--- src/rtl/id_stage_decoder.sv ---
// rtl/id_stage_decoder.sv - RV64IM decode stage with single-entry ID/EX register
//
// Translates a 32-bit RV64IM instruction into an ALU instruction code plus
// extracted operands. The result is held in one pipeline register between a
// fetch-side and an execute-side valid/ready handshake.
//
// Optional feature: define DECODE_RV64M_EN to decode the M and word-M
//                   instructions; otherwise they are reported as illegal.
//
// Ports:
//   clk, rst_n        clock (rising edge), asynchronous active-low reset
//   in_valid/in_ready fetch handshake; in_instr/in_pc are the payload
//   flush             drops both the held and the incoming instruction
//   out_valid/out_ready execute handshake on the ID/EX register
//   out_code          ALU instruction code (0 when illegal)
//   out_rs1_idx/out_rs2_idx/out_rd_idx  fixed-position register indices
//   out_imm           sign-extended immediate (0 when illegal)
//   out_shamt         instr[25:20] zero-extended
//   out_pc            PC passed through
//   out_illegal       instruction could not be decoded
module id_stage_decoder #(
    parameter int XLEN   = 64,
    parameter int CODE_W = 8
) (
    input  logic              clk,
    input  logic              rst_n,
    input  logic              in_valid,
    output logic              in_ready,
    input  logic [31:0]       in_instr,
    input  logic [XLEN-1:0]   in_pc,
    input  logic              flush,
    output logic              out_valid,
    input  logic              out_ready,
    output logic [CODE_W-1:0] out_code,
    output logic [4:0]        out_rs1_idx,
    output logic [4:0]        out_rs2_idx,
    output logic [4:0]        out_rd_idx,
    output logic [XLEN-1:0]   out_imm,
    output logic [XLEN-1:0]   out_shamt,
    output logic [XLEN-1:0]   out_pc,
    output logic              out_illegal
);

    function automatic logic [CODE_W-1:0] cd(input int unsigned n);
        return CODE_W'(n);
    endfunction

    logic [6:0] opcode;
    logic [2:0] funct3;
    logic [6:0] funct7;
    logic [5:0] funct6;
    assign opcode = in_instr[6:0];
    assign funct3 = in_instr[14:12];
    assign funct7 = in_instr[31:25];
    assign funct6 = in_instr[31:26];

    logic [XLEN-1:0] imm_i, imm_s, imm_b, imm_j, imm_u;
    assign imm_i = {{(XLEN-12){in_instr[31]}}, in_instr[31:20]};
    assign imm_s = {{(XLEN-12){in_instr[31]}}, in_instr[31:25], in_instr[11:7]};
    assign imm_b = {{(XLEN-13){in_instr[31]}}, in_instr[31], in_instr[7],
                    in_instr[30:25], in_instr[11:8], 1'b0};
    assign imm_j = {{(XLEN-21){in_instr[31]}}, in_instr[31], in_instr[19:12],
                    in_instr[20], in_instr[30:21], 1'b0};
    // U immediate stays unshifted; execute applies the <<12.
    assign imm_u = {{(XLEN-20){in_instr[31]}}, in_instr[31:12]};

    logic [CODE_W-1:0] dec_code;
    logic [XLEN-1:0]   dec_imm;
    logic              dec_illegal;

    always_comb begin
        dec_code    = '0;
        dec_imm     = '0;
        dec_illegal = 1'b0;
        case (opcode)
            7'b0110011: begin // OP
                if (funct7 == 7'b0000000) begin
                    case (funct3)
                        3'd0: dec_code = cd(0);
                        3'd1: dec_code = cd(5);
                        3'd2: dec_code = cd(8);
                        3'd3: dec_code = cd(9);
                        3'd4: dec_code = cd(2);
                        3'd5: dec_code = cd(6);
                        3'd6: dec_code = cd(3);
                        default: dec_code = cd(4);
                    endcase
                end else if (funct7 == 7'b0100000 && funct3 == 3'd0) begin
                    dec_code = cd(1);
                end else if (funct7 == 7'b0100000 && funct3 == 3'd5) begin
                    dec_code = cd(7);
`ifdef DECODE_RV64M_EN
                end else if (funct7 == 7'b0000001) begin
                    dec_code = cd(10 + 32'(funct3));
`endif
                end else begin
                    dec_illegal = 1'b1;
                end
            end
            7'b0010011: begin // OP-IMM
                dec_imm = imm_i;
                case (funct3)
                    3'd0: dec_code = cd(18);
                    3'd1: if (funct6 == 6'b000000) dec_code = cd(22);
                          else dec_illegal = 1'b1;
                    3'd2: dec_code = cd(25);
                    3'd3: dec_code = cd(26);
                    3'd4: dec_code = cd(19);
                    3'd5: if (funct6 == 6'b000000) dec_code = cd(23);
                          else if (funct6 == 6'b010000) dec_code = cd(24);
                          else dec_illegal = 1'b1;
                    3'd6: dec_code = cd(20);
                    default: dec_code = cd(21);
                endcase
            end
            7'b0011011: begin // OP-IMM-32, 5-bit shamt so funct7 must be exact
                dec_imm = imm_i;
                if (funct3 == 3'd0) dec_code = cd(29);
                else if (funct3 == 3'd1 && funct7 == 7'b0000000) dec_code = cd(30);
                else if (funct3 == 3'd5 && funct7 == 7'b0000000) dec_code = cd(31);
                else if (funct3 == 3'd5 && funct7 == 7'b0100000) dec_code = cd(32);
                else dec_illegal = 1'b1;
            end
            7'b0111011: begin // OP-32
                if (funct7 == 7'b0000000 && funct3 == 3'd0) dec_code = cd(33);
                else if (funct7 == 7'b0100000 && funct3 == 3'd0) dec_code = cd(34);
                else if (funct7 == 7'b0000000 && funct3 == 3'd1) dec_code = cd(35);
                else if (funct7 == 7'b0000000 && funct3 == 3'd5) dec_code = cd(36);
                else if (funct7 == 7'b0100000 && funct3 == 3'd5) dec_code = cd(37);
`ifdef DECODE_RV64M_EN
                else if (funct7 == 7'b0000001 && funct3 == 3'd0) dec_code = cd(38);
                else if (funct7 == 7'b0000001 && funct3 >= 3'd4) dec_code = cd(35 + 32'(funct3));
`endif
                else dec_illegal = 1'b1;
            end
            7'b0100011: begin // STORE
                dec_imm = imm_s;
                if (funct3 <= 3'd3) dec_code = cd(43 + 32'(funct3));
                else dec_illegal = 1'b1;
            end
            7'b0000011: begin // LOAD
                dec_imm = imm_i;
                case (funct3)
                    3'd0: dec_code = cd(59);
                    3'd1: dec_code = cd(60);
                    3'd2: dec_code = cd(61);
                    3'd3: dec_code = cd(65);
                    3'd4: dec_code = cd(62);
                    3'd5: dec_code = cd(63);
                    3'd6: dec_code = cd(64);
                    default: dec_illegal = 1'b1;
                endcase
            end
            7'b1100011: begin // BRANCH
                dec_imm = imm_b;
                case (funct3)
                    3'd0: dec_code = cd(47);
                    3'd1: dec_code = cd(48);
                    3'd4: dec_code = cd(49);
                    3'd5: dec_code = cd(50);
                    3'd6: dec_code = cd(51);
                    3'd7: dec_code = cd(52);
                    default: dec_illegal = 1'b1;
                endcase
            end
            7'b1101111: begin dec_code = cd(53); dec_imm = imm_j; end
            7'b1100111: begin
                dec_imm = imm_i;
                if (funct3 == 3'd0) dec_code = cd(54);
                else dec_illegal = 1'b1;
            end
            7'b0110111: begin dec_code = cd(55); dec_imm = imm_u; end
            7'b0010111: begin dec_code = cd(56); dec_imm = imm_u; end
            7'b1110011: begin // SYSTEM: only exact ECALL/EBREAK words
                if (in_instr == 32'h0000_0073) dec_code = cd(57);
                else if (in_instr == 32'h0010_0073) dec_code = cd(58);
                else dec_illegal = 1'b1;
            end
            default: dec_illegal = 1'b1;
        endcase
        if (dec_illegal) begin
            dec_code = '0;
            dec_imm  = '0;
        end
    end

    logic valid_q, valid_d;
    logic accept;

    assign in_ready = !valid_q || out_ready;
    assign accept   = in_valid && in_ready && !flush;

    always_comb begin
        valid_d = valid_q;
        if (flush)                      valid_d = 1'b0;
        else if (accept)                valid_d = 1'b1;
        else if (valid_q && out_ready)  valid_d = 1'b0;
    end

    logic [CODE_W-1:0] code_q;
    logic [4:0]        rs1_q, rs2_q, rd_q;
    logic [XLEN-1:0]   imm_q, shamt_q, pc_q;
    logic              illegal_q;

    always_ff @(posedge clk or negedge rst_n) begin
        if (!rst_n) begin
            valid_q   <= 1'b0;
            code_q    <= '0;
            rs1_q     <= '0;
            rs2_q     <= '0;
            rd_q      <= '0;
            imm_q     <= '0;
            shamt_q   <= '0;
            pc_q      <= '0;
            illegal_q <= 1'b0;
        end else begin
            valid_q <= valid_d;
            if (accept) begin
                code_q    <= dec_code;
                rs1_q     <= in_instr[19:15];
                rs2_q     <= in_instr[24:20];
                rd_q      <= in_instr[11:7];
                imm_q     <= dec_imm;
                shamt_q   <= {{(XLEN-6){1'b0}}, in_instr[25:20]};
                pc_q      <= in_pc;
                illegal_q <= dec_illegal;
            end
        end
    end

    assign out_valid   = valid_q;
    assign out_code    = code_q;
    assign out_rs1_idx = rs1_q;
    assign out_rs2_idx = rs2_q;
    assign out_rd_idx  = rd_q;
    assign out_imm     = imm_q;
    assign out_shamt   = shamt_q;
    assign out_pc      = pc_q;
    assign out_illegal = illegal_q;

endmodule

--- config.mk ---
export PLATFORM = sky130hd
export DESIGN_NAME = id_stage_decoder
export DESIGN_NICKNAME = d
export VERILOG_FILES = /design/src/rtl/id_stage_decoder.sv
export SDC_FILE = /design/constraint.sdc
export NUM_CORES = 1
export LEC_CHECK = 0
export CAP_MARGIN = 20
export CORE_MARGIN = 10
export CORE_UTILIZATION = 41
export CTS_CLUSTER_DIAMETER = 60
export DETAILED_ROUTE_END_ITERATION = 10
export PLACE_DENSITY = 0.82
export SKIP_CTS_REPAIR_TIMING = 1
export SYNTH_ARGS = -nofsm -noshare
export SYNTH_HDL_FRONTEND = slang
export SYNTH_SLANG_ARGS = --single-unit
--- constraint.sdc ---
create_clock -name clk -period 2.7 [get_ports clk]
set_input_delay 0.81 -clock clk [delete_from_list [all_inputs] [get_ports clk]]
set_output_delay 0.81 -clock clk [all_outputs]
set_load 0.05 [all_outputs]
==> reports/metrics.cfg, run 1 <==
[route]
vias_per_cell=5.13
drtIter0Drc=557
drc_errors=0
routed_wl_um=24800
routedWlPerCell_um=19.5
num_vias=6517
dr.pass1.iters=7
ant_nets=0

[floorplan]
io_pins=319
fp-row-count=45
die_area_um2=20700
start_util_pct=41.6
fp.coreArea_um2=15100
die_y_um=144
die_w_um=144

[placed_design]
post-place-cells=1252
globalplace.congestion=0.948
placed_cell_area_um2=9800
portBuffers=259
place_ws_ns=-0.882
dp_hpwl_um=19500

[synthesis]
synthDistinctLibCells=60
synth-seq-area-share_pct=43.8
synth_top_area_share_pct=43.8
synth_ff_type=dfrtp_1
synth.avg_cell_area_um2=8.16
netlist_area_um2=6280
synth_top_area_cell=dfrtp_1
syn_inst=770
synthTopCellsByCount=nand2_1, dfrtp_1, buf_4, clkbuf_1, o21ai_0
yosysMostFrequentCell=nand2_1
synth_seq_cells=110
yosys_warnings=0
synth_edf_count=0
synth-async-reset-ratio_pct=100
synth_area_leaders=dfrtp_1, nand2_1, buf_4, clkbuf_1, o21ai_0

[clocking]
clk_pin_slew_ns=0.07
htreeDepth=3
numCtsBuffers=9
cts_tree=yes
cts.sinks=110
cts_root_buf=clkbuf_16
clkLatencyLatePin_ns=0.35
clockBufferDepth=2

[layout]
fin_cells=1271
final_area_um2=10300
drive_above_1_share_pct=21.8
nets=1186
diodes=0
area_growth_pct=63.5

[job]
maxCapViolations=0

[pwr]
peakVddDrop_uv=485
p_leak_nw=4.84
finalPower_mw=5.26
power_per_cell_area_nw_per_um2=512

[run_status]
violations=negative setup slack
outcome=finished with violations

[sta]
final_max_slew_viol_count=0
worst_pin_slew_ns=0.622
fin_crit_ns=2.86
grt_setup_unrepaired=true
setup_violations=29
finalCritPeriodShare_pct=106
fin_ws_ns=-0.155
fmax_ghz=0.350
finClkSkew_ns=0.00861
hold_viol=0
max_slew_margin_pct=58.5

[critical_path]
rr_worst_depth=9
crit_path_start_kind=input port
worstPathArrival_ns=3.12
crit_buf_inv=2
cp.required_ns=2.97
crit_cells=8
cp_slowest_cell=or4_4
criticalPathCategory=in -> reg
crit_top_cell=or4_4
cp-end-kind=flip-flop
cp_top_family=simple AND/OR/NAND/NOR gates
crit_fanout=3
cpPeakStageDelay_ns=0.56
path_cells=buf_6 > or4_4 > or4_4 > or4_4 > buf_6 > o211ai_1 > nor4b_2 > a22oi_1

[global_routing]
antenna_found_initial=0
overflow=0
grt_pass1_vias=6356
grt_max_degree=61
grtUsageTotal_pct=22.1
grt_pass1_wl_um=35800

[min_path]
hp-class=in -> async

## power breakdown
group | total, mW | switching (mW) | internal (mW)
logic | 2.05 | 1.37 | 0.683
registers | 1.93 | 0.104 | 1.82
clock network | 1.28 | 0.622 | 0.656
## cell type report
class / count / area [um2]
Sequential cell: 110 / 2750
Fill cell: 1156 / 4820
Clock inverter: 5 / 42.5
Tap cell: 188 / 235
Inverter: 9 / 33.8
Timing Repair Buffer: 392 / 4110
Multi-Input combinational cell: 557 / 2860
Clock buffer: 10 / 239
## state kept, by name, summed over array words and instances, names as in the netlist
register and cells:
out_illegal 1, out_shamt 2, out_rs2_idx 4, out_rs1_idx 5
out_code 7, out_rd_idx 5, out_imm 21, out_pc 64
out_valid 1
## cells by family after synthesis
kind of cell               after synthesis  share of synthesized area (%)
muxes                                    2                          0.339
buffers and inverters                  161                           16.3
DFF                                    110                           43.8
adders and majority gates                6                           1.20
other                                    1                         0.0597
AOI/OAI and AO/OA                      112                           12.7
and+or+nand+nor                        378                           25.6
## metrics by stage
| step | utilization (%) | setup TNS (ns) | hold slack, ns |
|---|---|---|---|
| final | 68.1 | -2.26 | 0.434 |
| after global routing | 68.1 | -3.59 | 0.466 |
| after CTS | 66.8 | -13.51 | 0.452 |
| after detailed placement | 65.0 | -23.97 | 0.461 |
| after global placement | 65.0 | -23.81 | 0.456 |
| after floorplan | - | -4.51 | 0.514 |
## per-layer routing
layer / vias to the layer above / track usage [%] / wire, um
li1: 3023 / - / -
met1: 3058 / 25.5 / 9170
met2: 382 / 37.6 / 12200
met3: 54 / 7.99 / 2740
met4: 0 / 6.56 / 601
met5: - / 0 / 0
## cells in the final DEF, fill, tap and decap left out, drive strengths merged, types with 3 or more instances in the layout
master,Yosys,routed
o31ai,5,5
nand3b,3,3
nand2b,9,9
ha,6,6
or4,6,6
o21ai,29,29
conb,1,59
o22ai,4,4
a2111oi,3,3
and3,4,4
dlymetal6s2s,0,8
dfrtp,110,110
clkbuf,39,12
or3,3,3
nand3,8,8
nand4,3,3
o211ai,4,4
nor3,13,13
nor2b,5,5
nand2,288,288
a22oi,12,12
buf,113,183
inv,9,11
a21oi,13,13
nor2,22,22
a31oi,5,5
a222oi,4,4
nor4,4,4
o32ai,3,3
clkdlybuf4s50,0,199
a221oi,11,11
nor3b,3,3
## final timing paths
check                             start           to  slack [ns]
setup / recovery           in_instr[15]  out_code[5]       -0.16
hold / removal                    rst_n   out_pc[39]        0.43
setup reg to reg              out_valid  out_code[5]        0.68
hold reg to reg               out_pc[2]    out_pc[2]        0.47
max in group asynchronous         rst_n   out_pc[49]        1.60
min in group clk              out_pc[2]    out_pc[2]        0.47
Power figures use the tool's default switching activity.
==> run 2: changes to the inputs <==
--- a/config.mk
+++ b/config.mk
@@ -7,11 +7,13 @@
 export LEC_CHECK = 0
 export CAP_MARGIN = 20
 export CORE_MARGIN = 10
-export CORE_UTILIZATION = 41
+export CORE_UTILIZATION = 37
 export CTS_CLUSTER_DIAMETER = 60
+export CTS_CLUSTER_SIZE = 25
 export DETAILED_ROUTE_END_ITERATION = 10
-export PLACE_DENSITY = 0.82
+export PLACE_DENSITY = 0.78
 export SKIP_CTS_REPAIR_TIMING = 1
 export SYNTH_ARGS = -nofsm -noshare
 export SYNTH_HDL_FRONTEND = slang
 export SYNTH_SLANG_ARGS = --single-unit
+export TNS_END_PERCENT = 1
==> constraint.sdc (replaced) <==
create_clock -name clk -period 2.61 [get_ports clk]
set_input_delay 0.783 -clock clk [delete_from_list [all_inputs] [get_ports clk]]
set_output_delay 0.783 -clock clk [all_outputs]
set_load 0.05 [all_outputs]
==> reports/metrics.cfg, run 2 (synthesis results as in run 1) <==
[layout]
final_area_um2=10300  ; +0.27%
largest_reg_flops=64  ; unchanged
seq_area_um2=2750  ; unchanged
nets=1181  ; -0.42%
final_common_cell=nand2_1
fin_cells=1298  ; +2.1%
fill_cells=1372  ; +19%
area_growth_pct=63.9
mostFrequentLayoutCells=nand2_1, clkdlybuf4s50_1, buf_4
drive_above_1_share_pct=21.5  ; -0.27 points
diodes=0  ; unchanged
multi_input_area_um2=2860  ; about the same

[route]
routedWlPerCell_um=19.0  ; -2.4%
ant_nets=0  ; unchanged
drc_errors=0  ; unchanged
vias_per_cell=4.94  ; -3.6%
routed_wl_um=24700  ; -0.34%
drtIter0Drc=612  ; +9.9%
num_vias=6418  ; -1.5%
dr.pass1.iters=7  ; unchanged

[run_status]
violations=negative setup slack
outcome=finished with violations

[global_routing]
top_usage_layer=met2
grtUsageTotal_pct=20.2  ; -1.9 points
met2_usage_pct=34.7  ; -2.9 points
grtUsageMet3_pct=6.09  ; -1.9 points
grt_pass1_wl_um=36400  ; +1.8%
globalRouteMet1Util_pct=24.5  ; -0.99 points
grt_pass1_vias=6426  ; +1.1%
grt_max_degree=82  ; +34%
antenna_found_initial=0  ; unchanged
overflow=0  ; unchanged

[critical_path]
criticalPathCategory=in -> reg
crit_buf_inv=2  ; unchanged
cp_top_family=simple AND/OR/NAND/NOR gates
worstPathArrival_ns=3.03  ; -0.09 ns
cp.required_ns=2.87  ; -0.10 ns
crit_fanout=7  ; +4
cp-end-kind=flip-flop
cpPeakStageDelay_ns=0.56  ; about the same
cp_slowest_cell=or4_4
path_cells=buf_6 > or4_4 > or4_4 > or4_4 > nand2b_4 > o2111ai_4 > buf_6 > a22oi_2
crit_top_cell=or4_4
crit_path_start_kind=input port

[floorplan]
die_y_um=150  ; +4.5%
die_w_um=150  ; +4.5%
start_util_pct=37.9  ; -3.7 points
io_pins=319  ; unchanged
die_area_um2=22600  ; +9.3%
fp.coreArea_um2=16600  ; +9.9%
fp-row-count=47  ; +4.4%

[pwr]
power.clock.fraction_pct=24.8  ; +0.5 points
p_leak_nw=4.84  ; -0.12%
netSwitchingFraction_pct=39.0  ; -0.84 points
peakVddDrop_uv=398  ; -18%
p_seq_share_pct=36.6  ; about the same
p_int_mw=3.33  ; +5.2%
comb_power_share_pct=38.7  ; -0.3 points
power_per_cell_area_nw_per_um2=530  ; +3.5%
p_sw_mw=2.12  ; +1.6%

[clocking]
clockBufferDepth=2  ; unchanged
cts_tree=yes
cts_root_buf=clkbuf_16
numCtsBuffers=9  ; unchanged
clk_pin_slew_ns=0.07  ; about the same
clkLatencyLatePin_ns=0.35  ; about the same
cts.sinks=110  ; unchanged
htreeDepth=3  ; unchanged

[sta]
fin_ws_ns=-0.158  ; -0.00292 ns
finClkSkew_ns=0.00689  ; -0.00172 ns
grt_setup_unrepaired=true
fmax_ghz=0.361
setup_violations=29  ; unchanged
worst_pin_slew_ns=0.848  ; +0.226 ns
hold_viol=0  ; unchanged
fin_crit_ns=2.77
finalCritPeriodShare_pct=106
max_slew_margin_pct=43.5  ; -15 points
final_max_slew_viol_count=0  ; unchanged

[placed_design]
dp_hpwl_um=19900  ; +2.0%
placed_cell_area_um2=9810  ; about the same
globalplace.congestion=1.01  ; +6.5%
post-place-cells=1279  ; +2.2%
portBuffers=259  ; unchanged

[job]
maxCapViolations=0  ; unchanged

[min_path]
hp-class=in -> async

run 2: changes by cell type in the layout (fill, tap and decap cells not counted), sizes merged:
cell / previous run / this run
buf: 183 / 181
clkinv: 2 / 1
bufinv: 0 / 1
clkdlybuf4s50: 199 / 195
inv: 11 / 10
dlymetal6s2s: 8 / 9
clkinvlp: 1 / 2
run 2: area by class of cell:
class / instances / area share [%]
clock buffer: 10 / 2.22
clock inverter: 5 / 0.571
tap: 220 / 2.67
sequential: 110 / 26.7
inverter: 9 / 0.328
timing repair buffer: 387 / 39.7
multi-input combinational: 557 / 27.8
run 2: path summary, 6_finish.rpt:
kind | end | slack [ns] | startpoint | cells past startpoint
worst max-delay path | out_code[5] | -0.16 | in_instr[15] | 8
worst min register to register | out_pc[53] | 0.48 | out_pc[53] | 2
min in group clk | out_pc[53] | 0.48 | out_pc[53] | 2
worst min-delay path | out_pc[30] | 0.46 | rst_n | 1
worst max register to register | out_code[5] | 0.64 | out_valid | 8
max in group asynchronous | out_pc[3] | 1.52 | rst_n | 2
run 2: stage by stage:
stage	worst slack [ns]	hold WS (ns)	setup TNS, ns	util [%]	total power, mW
floorplan	-0.305	0.487	-6.34	-	3.32
global placement	-0.854	0.457	-24.15	59.2	4.09
detailed placement	-0.968	0.462	-26.66	59.2	4.12
CTS	-0.621	0.475	-16.45	60.9	5.47
global route	-0.203	0.493	-4.53	62.1	5.68
finish	-0.158	0.456	-3.28	62.1	5.45
run 2: power by group through the flow:
stage	registers [mW]	logic, mW	clock network, mW
floorplan	2.68	0.642	0
global placement	2.02	2.07	0
detailed placement	2.02	2.09	0
CTS	1.99	2.10	1.38
global route	2.02	2.22	1.45
finish	1.99	2.11	1.35
run 2: routing by layer:
metal  vias to the layer above  wire [um]
met5                         -          0
met1                      3063       9600
met4                         0        496
met3                        38       2340
li1                       3008          -
met2                       309      12200
